--- src/rtl/pwm_capture.sv ---
// PWM receive-side capture: measures high time and rise-to-rise period of an
// asynchronous PWM line and recovers the generator's duty code.
module pwm_capture #(
  parameter int unsigned CBITS     = 14,
  parameter int unsigned CODE_BITS = 3,
  parameter int unsigned PER_TOL   = 4
) (
  input  logic                 clk,
  input  logic                 rst_n,
  input  logic                 pwm_in,
  output logic                 meas_valid,
  output logic [CBITS:0]       high_cnt,
  output logic [CBITS:0]       period_cnt,
  output logic [CODE_BITS-1:0] code,
  output logic                 locked,
  output logic                 period_err,
  output logic                 stuck
);

  localparam int unsigned  W         = CBITS + 1;
  localparam int unsigned  SHIFT     = CBITS - 1 - CODE_BITS;
  localparam int unsigned  NOM       = 32'd1 << CBITS;
  localparam logic [W-1:0] CNT_MAX   = {W{1'b1}};
  localparam logic [W-1:0] PER_LO    = W'(NOM - PER_TOL);
  localparam logic [W-1:0] PER_HI    = W'(NOM + PER_TOL);
  localparam logic [1:0]   GOOD_LOCK = 2'd2;

  typedef enum logic [1:0] {
    S_IDLE = 2'd0,
    S_HIGH = 2'd1,
    S_LOW  = 2'd2
  } state_e;

  state_e               state_q, state_d;
  logic [1:0]           sync_q, sync_d;
  logic                 prev_q, prev_d;
  logic [W-1:0]         pcnt_q, pcnt_d;
  logic [W-1:0]         hcnt_q, hcnt_d;
  logic [W-1:0]         hold_q, hold_d;
  logic [1:0]           good_q, good_d;
  logic                 meas_valid_q, meas_valid_d;
  logic [W-1:0]         high_cnt_q, high_cnt_d;
  logic [W-1:0]         period_cnt_q, period_cnt_d;
  logic [CODE_BITS-1:0] code_q, code_d;
  logic                 locked_q, locked_d;
  logic                 period_err_q, period_err_d;
  logic                 stuck_q, stuck_d;

  logic                 line_c;
  logic                 rise_c;
  logic                 fall_c;
  logic                 timeout_c;
  logic                 per_bad_c;
  logic                 publish_c;
  logic [W-1:0]         pub_h_c;

  // Two-flop synchronizer followed by an edge register
  always_comb begin
    sync_d = {sync_q[0], pwm_in};
    prev_d = sync_q[1];
  end

  assign line_c = sync_q[1];
  assign rise_c = line_c & ~prev_q;
  assign fall_c = ~line_c & prev_q;

  // Saturating period / high-time counters, both restarted by a rise
  always_comb begin
    pcnt_d = pcnt_q;
    hcnt_d = hcnt_q;
    if (rise_c) begin
      pcnt_d = W'(1);
      hcnt_d = W'(1);
    end else begin
      if (pcnt_q != CNT_MAX) pcnt_d = pcnt_q + W'(1);
      if (line_c && (hcnt_q != CNT_MAX)) hcnt_d = hcnt_q + W'(1);
    end
  end

  // Fires once, on the cycle pcnt steps onto all-ones
  assign timeout_c = !rise_c && (pcnt_q == (CNT_MAX - W'(1)));
  assign per_bad_c = (pcnt_q < PER_LO) || (pcnt_q > PER_HI);

  // Capture FSM plus registered measurement outputs
  always_comb begin
    state_d      = state_q;
    hold_d       = hold_q;
    good_d       = good_q;
    meas_valid_d = 1'b0;
    high_cnt_d   = high_cnt_q;
    period_cnt_d = period_cnt_q;
    code_d       = code_q;
    locked_d     = locked_q;
    period_err_d = period_err_q;
    stuck_d      = stuck_q;
    publish_c    = 1'b0;
    pub_h_c      = hold_q;

    unique case (state_q)
      S_IDLE: begin
        if (rise_c) state_d = S_HIGH;
      end
      S_HIGH: begin
        if (fall_c) begin
          hold_d  = hcnt_q;
          state_d = S_LOW;
        end else if (rise_c) begin
          // Rise without a seen fall: close the period using the live count
          pub_h_c   = hcnt_q;
          publish_c = 1'b1;
        end
      end
      S_LOW: begin
        if (rise_c) begin
          publish_c = 1'b1;
          state_d   = S_HIGH;
        end
      end
      default: state_d = S_IDLE;
    endcase

    if (rise_c) stuck_d = 1'b0;

    if (publish_c) begin
      meas_valid_d = 1'b1;
      high_cnt_d   = pub_h_c;
      period_cnt_d = pcnt_q;
      code_d       = CODE_BITS'(pub_h_c >> SHIFT);
      period_err_d = per_bad_c;
      if (per_bad_c) begin
        good_d = 2'd0;
      end else if (good_q != GOOD_LOCK) begin
        good_d = good_q + 2'd1;
      end
      locked_d = (good_d == GOOD_LOCK);
    end

    if (timeout_c) begin
      stuck_d  = 1'b1;
      locked_d = 1'b0;
      good_d   = 2'd0;
      state_d  = S_IDLE;
    end
  end

  always_ff @(posedge clk or negedge rst_n) begin
    if (!rst_n) begin
      state_q      <= S_IDLE;
      sync_q       <= '0;
      prev_q       <= 1'b0;
      pcnt_q       <= '0;
      hcnt_q       <= '0;
      hold_q       <= '0;
      good_q       <= '0;
      meas_valid_q <= 1'b0;
      high_cnt_q   <= '0;
      period_cnt_q <= '0;
      code_q       <= '0;
      locked_q     <= 1'b0;
      period_err_q <= 1'b0;
      stuck_q      <= 1'b0;
    end else begin
      state_q      <= state_d;
      sync_q       <= sync_d;
      prev_q       <= prev_d;
      pcnt_q       <= pcnt_d;
      hcnt_q       <= hcnt_d;
      hold_q       <= hold_d;
      good_q       <= good_d;
      meas_valid_q <= meas_valid_d;
      high_cnt_q   <= high_cnt_d;
      period_cnt_q <= period_cnt_d;
      code_q       <= code_d;
      locked_q     <= locked_d;
      period_err_q <= period_err_d;
      stuck_q      <= stuck_d;
    end
  end

  assign meas_valid = meas_valid_q;
  assign high_cnt   = high_cnt_q;
  assign period_cnt = period_cnt_q;
  assign code       = code_q;
  assign locked     = locked_q;
  assign period_err = period_err_q;
  assign stuck      = stuck_q;

endmodule
--- config.mk ---
export PLATFORM = sky130hd
export DESIGN_NAME = pwm_capture
export DESIGN_NICKNAME = d
export VERILOG_FILES = /design/src/rtl/pwm_capture.sv
export SDC_FILE = /design/constraint.sdc
export NUM_CORES = 1
export LEC_CHECK = 0
export ABC_AREA = 1
export CAP_MARGIN = 30
export CORE_AREA = 3 3 114 116
export DETAILED_ROUTE_END_ITERATION = 7
export DIE_AREA = 0 0 117 119
export GPL_TIMING_DRIVEN = 0
export SLEW_MARGIN = 20
export SYNTH_ARGS = -nofsm -noshare
export SYNTH_HDL_FRONTEND = slang
export SYNTH_SLANG_ARGS = --single-unit
--- constraint.sdc ---
create_clock -name clk -period 1.5 [get_ports clk]
set_input_delay 0.45 -clock clk [delete_from_list [all_inputs] [get_ports clk]]
set_output_delay 0.45 -clock clk [all_outputs]
set_load 0.02 [all_outputs]
==> impl_results.md, run 1 <==
* Worst path slowest cell: dfrtp_1
* # IOs at 40
* Overflow after GRT at 0
* NumNets Final at between 600 and 700
* Clock skew at 0.00477 ns
* Avg Inst Size Synth at 8.13 um2
* Drc violations at 0
* Cell Rows at 40
* Critical path depth at 9
* Worst slew pin tran at roughly 0.7 ns
* Main synth FF type: dfrtp_1
* Die width at 117 um
* Starting Density at 0.347
* Post-synthesis cell type count at 30
* Sink Count at 86
* Pre-Repair DR Iteration Count at 5
* Layout cells sized above 1 at 0.334
* Max-cap check violation count at 0
* Total die area at 13900 um2
* Detail Route Antenna Nets at 0
* Critical Path Start: state_q[1]
* CP top delay family: buffers and inverters
* Largest cells by area after synthesis: dfrtp_1 (52%), nand2_1 (11%), o21ai_0 (7.9%), nor2_1 (5.5%), inv_1 (4.6%)
* Hold Path Class: in2async
* WS Path Type: reg2reg
* Outcome: finished with violations
* Cell breakdown of the critical path: inv_2, ha_4, nor2_4, nor3_4, buf_12, inv_12, clkbuf_16, nand2_2, o21ai_1
* Total CTS buffers at 9
* Yosys top cell area share at 0.516
* Vias in the first global route at 3529
* Root Driver: clkbuf_16
* Final Hold Violating Endpoints at 0
* H-tree levels at 3
* RSZ-0062 raised after global routing: yes
* FF-to-FF End: high_cnt[3]
* Final Setup Violations at 33
* Peak supply drop at 0.577 mV
* Total GRT Usage at 0.162
* Vias post-DR at 3916
* Core area at 12000 um2
* Reg-to-reg slack, setup at -0.05 ns
* CP Launch Type: flip-flop
* Achievable Freq at about 640 MHz
* Clock latency on the worst-skew pair at between 0.3 and 0.4 ns
* Cell count after synthesis at 513
* Biggest cell delay along the critical path at 0.41 ns
* Synth Warn # at 0
* Synth async-reset ratio at 1.00
* Crit path capture: high_cnt[3]
* Reg2Reg Depth at 9
* Yosys reg bits at 86
* Routed length per placed instance at approximately 15 um
* Gpl congestion at 0.935
* Synthesized net count at ~520
* Failing checks: negative setup slack
* Port bufs at 39
* Die Y at between 100 and 150 um
* Shortest period the worst path allows at 1.55 ns
* Crit end category: flip-flop
* Hold buffers post-CTS at 0
* Layout area overhead at 41.7%
* PD cells at approximately 1400 nW/um2
* Seq/Total Area, Yosys at 0.516
* Clock-pin slew on the worst setup and hold paths at 0.06 ns
* CP Data Required Time at ~1.7 ns
* CTS tree: done
* Worst r2r src: state_q[1]
* EDFF count, synth at 0
* Crit path buf inv count at 4
* Largest net degree at the start of global routing at 54
* Initial antenna violation count at 0
* Vias/cell at 5.11
* Hold WS at 0.151 ns
* Relative slew slack at 0.544
* Synth area leader: dfrtp_1
* Commonest non-fill, non-tap cells in the layout: nand2_1 (86), dfrtp_1 (74), nor2_1 (50), o21ai_1 (47), buf_4 (46)
* Netlist Area Pre-Place at 4170 um2
* First-pass GRT wire length at 17900 um
* Leak at 2.78 nW
* Clk buf depth at 2
* Slew Limit Fails at 0
* Drt first-iter violations at 249
* # diodes at 0
* Most common cell after layout, fill and taps aside: nand2_1
* Worst setup margin at -0.0512 ns
* Sum of negative setup slack at -0.525 ns
* Period utilisation layout at 1.03
* Total power at ~8.5 mW
* CP max FO at 8
* CP arrival at 1.78 ns
* Post-Route WL at approximately 11000 um
* Post-detail-place hpwl at approximately 7000 um
[per-layer routing]
metal | track usage | vias up | part of all wire
met1 | 0.235 | 1892 | 0.45
met3 | 0.0381 | 21 | 0.062
met2 | 0.236 | 130 | 0.47
met5 | 0 | - | 0
li1 | - | 1873 | -
met4 | 0.0545 | 0 | 0.020
[Yosys cell counts, types with 2 or more instances]
cell,number
clkbuf_1,9
o21ai_1,5
nand4_1,11
ha_1,8
nand2_1,118
xor2_1,4
o21a_1,2
nand2_2,2
dfrtp_1,86
nor2_1,61
a21oi_1,17
buf_2,6
a31oi_1,3
nor3_1,6
nor2_4,5
o21ai_0,66
inv_2,2
buf_4,3
inv_1,51
nand3_1,38
[how the worst min path moves through the flow]
stage	slack [ns]	startpoint	end	cells past startpoint
finish	0.15	rst_n	period_cnt[14]	1
global route	0.20	rst_n	period_cnt[14]	1
CTS	0.17	rst_n	period_cnt[14]	1
detailed placement	0.34	sync_q[0]	sync_q[1]	0
global placement	0.33	sync_q[0]	sync_q[1]	0
floorplan	0.15	rst_n	good_q[0]	0
[flip-flops by register name, summed over array words and instances, names as in the netlist, 2 cells and up]
name        count
hcnt_q         15
high_cnt       15
hold_q         15
pcnt_q         15
period_cnt     15
good_q          2
state_q         2
sync_q          2
[worst reg2reg max path: cells and delay by family (launching register included)]
family	cells	cell delay (ns)
AOI/OAI and AO/OA	1	0.06
buffers and inverters	4	0.51
adders and majority gates	1	0.17
DFF	1	0.41
and+or+nand+nor	3	0.30
[power breakdown]
part	internal, mW	switching, mW	leakage [nW]
Combinational	1.33	1.65	1.49
Clock	1.47	0.912	0.154
Sequential	2.78	0.375	1.13
Total	5.58	2.94	2.78
[logic make-up after synthesis]
group,count (synthesis),synth area share
flip-flops,86,0.516
AO/OA/AOI/OAI,96,0.119
buffers and inverters,73,0.0729
XOR/XNOR,4,0.00839
AND/OR/NAND/NOR,246,0.260
adder cells (fa/ha/maj),8,0.0240
[final cells by class]
| class | count | area (um2) |
|---|---|---|
| timing repair buffer | 91 | 807 |
| fill | 1111 | 6100 |
| sequential | 86 | 2170 |
| inverter | 53 | 211 |
| multi-input combinational | 354 | 2020 |
| clock buffer | 11 | 233 |
| buffer | 20 | 209 |
| tap | 147 | 184 |
| clock inverter | 5 | 82.6 |
[repair_timing]
action                                  in CTS  in global routing
resized for setup                          186                117
endpoints found under the setup margin     118                 92
gates cloned                                 4                  1
pin swaps                                    7                 16
buffers inserted                            24                 23
[per-stage QoR]
stage               setup slack, ns  instances  instance area, um2   util
global route                 -0.140        767                5910  0.492
global placement              -3.16        699                4750  0.396
detailed placement           -0.297        700                4770  0.397
floorplan                   0.00208        513                4180      -
finish                      -0.0512        767                5910  0.492
CTS                         -0.0277        744                5560  0.463
(Power assumes the default switching activity.)
==> inputs of run 2 (changes only) <==
--- a/config.mk
+++ b/config.mk
@@ -11,6 +11,7 @@
 export DETAILED_ROUTE_END_ITERATION = 7
 export DIE_AREA = 0 0 117 119
 export GPL_TIMING_DRIVEN = 0
+export RECOVER_POWER = 100
 export SLEW_MARGIN = 20
 export SYNTH_ARGS = -nofsm -noshare
 export SYNTH_HDL_FRONTEND = slang
==> impl_results.md, run 2 (synthesized netlist as in run 1, its figures left out) <==
* Outcome: finished with violations (unchanged)
* Failing checks: negative setup slack (unchanged)
* CP max FO at 8 (unchanged)
* Detail Route Antenna Nets at 0 (unchanged)
* Vias post-DR at 3910 (was 3916)
* Hold Path Origin: sync_q[0]
* Layout area overhead at 41.5% (was 41.7%)
* CP arrival at 1.78 ns (about the same)
* Worst slew pin tran at 1.34 ns (was 0.684 ns)
* Die Y at 119 um (unchanged)
* Relative slew slack at 0.105 (was 0.544)
* Sink Count at 86 (unchanged)
* Clock latency on the worst-skew pair at 0.34 ns (about the same)
* Design Area, Final at 5900 um2 (was 5910 um2)
* CP Launch Type: flip-flop (unchanged)
* Clock-pin slew on the worst setup and hold paths at 0.06 ns (about the same)
* Vias in the first global route at 3529 (unchanged)
* Core area at 12000 um2 (unchanged)
* Most common cell after layout, fill and taps aside: nand2_1 (unchanged)
* Overflow after GRT at 0 (unchanged)
* CP Data Required Time at 1.73 ns (about the same)
* Gpl congestion at 0.935 (unchanged)
* Cell Rows at 40 (unchanged)
* Critical Path Start: state_q[1] (unchanged)
* Total CTS buffers at 9 (unchanged)
* H-tree levels at 3 (unchanged)
* Drc violations at 0 (unchanged)
* Starting Density at 0.347 (unchanged)
* NumNets Final at 626 (unchanged)
* Net Sw Frac at 0.345 (about the same)
* Final Hold Violating Endpoints at 0 (unchanged)
* Clk buf depth at 2 (unchanged)
* Largest net degree at the start of global routing at 54 (unchanged)
* Port bufs at 39 (unchanged)
* Routed length per placed instance at 14.8 um (about the same)
* RSZ-0062 raised after global routing: yes (unchanged)
* Gate power share at 0.350 (about the same)
* Max-cap check violation count at 0 (unchanged)
* Clock power share at 0.279 (about the same)
* Achievable Freq at 644 MHz (was 645 MHz)
* Period utilisation layout at 1.03 (about the same)
* Leak at 2.77 nW (was 2.78 nW)
* Pre-Repair DR Iteration Count at 5 (unchanged)
* Net switching power at 2.94 mW (about the same)
* # IOs at 40 (unchanged)
* Hold Path Class: reg2reg (was in2async)
* PD cells at 1440 nW/um2 (about the same)
* WS Path Type: reg2reg (unchanged)
* Total GRT Usage at 0.162 (unchanged)
* Filler cells at 1115 (was 1111)
* Post-detail-place hpwl at 7180 um (unchanged)
* Worst r2r src: state_q[1] (unchanged)
* Commonest non-fill, non-tap cells in the layout: nand2_1 (86), dfrtp_1 (74), nor2_1 (50), o21ai_1 (47), buf_4 (44) (was nand2_1 (86), dfrtp_1 (74), nor2_1 (50), o21ai_1 (47), buf_4 (46))
* Post-Route WL at 11300 um (about the same)
* Int Power at 5.57 mW (was 5.58 mW)
* Peak supply drop at 0.578 mV (was 0.577 mV)
* # diodes at 0 (unchanged)
* Final Setup Violations at 35 (was 33)
* Shortest period the worst path allows at 1.55 ns (about the same)
* Clock skew at 0.00479 ns (was 0.00477 ns)
* Final Core Density at 0.492 (about the same)
* Root Driver: clkbuf_16 (unchanged)
* Vias/cell at 5.10 (was 5.11)
* Layout cells sized above 1 at 0.329 (was 0.334)
* First-pass GRT wire length at 17900 um (unchanged)
* Hold WS at 0.347 ns (was 0.151 ns)
* Drt first-iter violations at 242 (was 249)
* CTS tree: done (unchanged)
* Worst setup margin at -0.0525 ns (was -0.0512 ns)
* Slew Limit Fails at 0 (unchanged)
* Total die area at 13900 um2 (unchanged)
* Reg power frac at 0.371 (about the same)
* Initial antenna violation count at 0 (unchanged)
* Post-DP Area at 4770 um2 (unchanged)
* Crit end category: flip-flop (unchanged)
* Die width at 117 um (unchanged)
run 2: cell types whose count changed in the layout (fill, tap and decap cells not counted):
| cell | delta |
|---|---|
| clkdlybuf4s50_1 | -1 |
| dlygate4sd3_1 | +1 |
| buf_4 | -2 |
| ha_2 | -1 |
| ha_1 | +1 |
| clkbuf_1 | +2 |
run 2: final timing paths:
path	endpoint	slack [ns]	depth (start not counted)
min reg2reg	sync_q[1]	0.35	0
max in group asynchronous	hcnt_q[6]	0.20	1
min	sync_q[1]	0.35	0
max reg2reg	high_cnt[3]	-0.05	9
min in group asynchronous	period_cnt[14]	0.41	1
max	high_cnt[3]	-0.05	9
run 2: power by group through the flow:
stage,Sequential [mW],Combinational (mW),Clock (mW)
floorplan,3.39,1.07,0
global placement,3.11,2.26,0
detailed placement,3.14,2.30,0
CTS,3.12,2.72,2.43
global route,3.21,3.25,2.53
finish,3.15,2.98,2.38
run 2: per-stage QoR:
stage / total power [mW] / setup WS, ns / std cells / TNS [ns]
2_1_floorplan: 4.45 / 0.00208 / 513 / 0
3_3_place_gp: 5.37 / -3.16 / 699 / -282.97
3_5_place_dp: 5.45 / -0.297 / 700 / -14.15
4_1_cts: 8.28 / -0.0277 / 744 / -0.0937
5_1_grt: 8.99 / -0.140 / 767 / -5.17
6_report: 8.51 / -0.0525 / 767 / -0.590
run 2: worst max-delay path, stage by stage, from the launching register on:
cell and delay (ns):
dfrtp_1 0.41, inv_2 0.12, ha_4 0.17, nor2_4 0.05
nor3_4 0.19, buf_12 0.17, inv_12 0.06, clkbuf_16 0.16
nand2_2 0.05, o21ai_1 0.06
run 2: what timing repair did:
| item | in CTS | in global routing |
|---|---|---|
| setup endpoints to repair | 118 | 92 |
| gates resized for setup | 186 | 117 |
| pin swaps | 7 | 16 |
| hold buffers | 0 | 0 |
| cloned | 4 | 1 |
| buffers inserted | 24 | 23 |
run 2: cell type report:
cell class	instances	area, um2	share of cell area
Clock inverter	5	82.6	0.0140
Buffer	20	209	0.0354
Multi-Input combinational cell	354	2020	0.342
Sequential cell	86	2170	0.367
Inverter	53	211	0.0358
Clock buffer	11	233	0.0394
Timing Repair Buffer	91	800	0.135
Tap cell	147	184	0.0312
run 2: per-layer routing:
layer  vias to the layer above  GRT usage  wire length, um
met1                      1889      0.235             5100
met2                       128      0.236             5290
met3                        20     0.0381              714
li1                       1873          -                -
met5                         -          0                0
met4                         0     0.0545              221
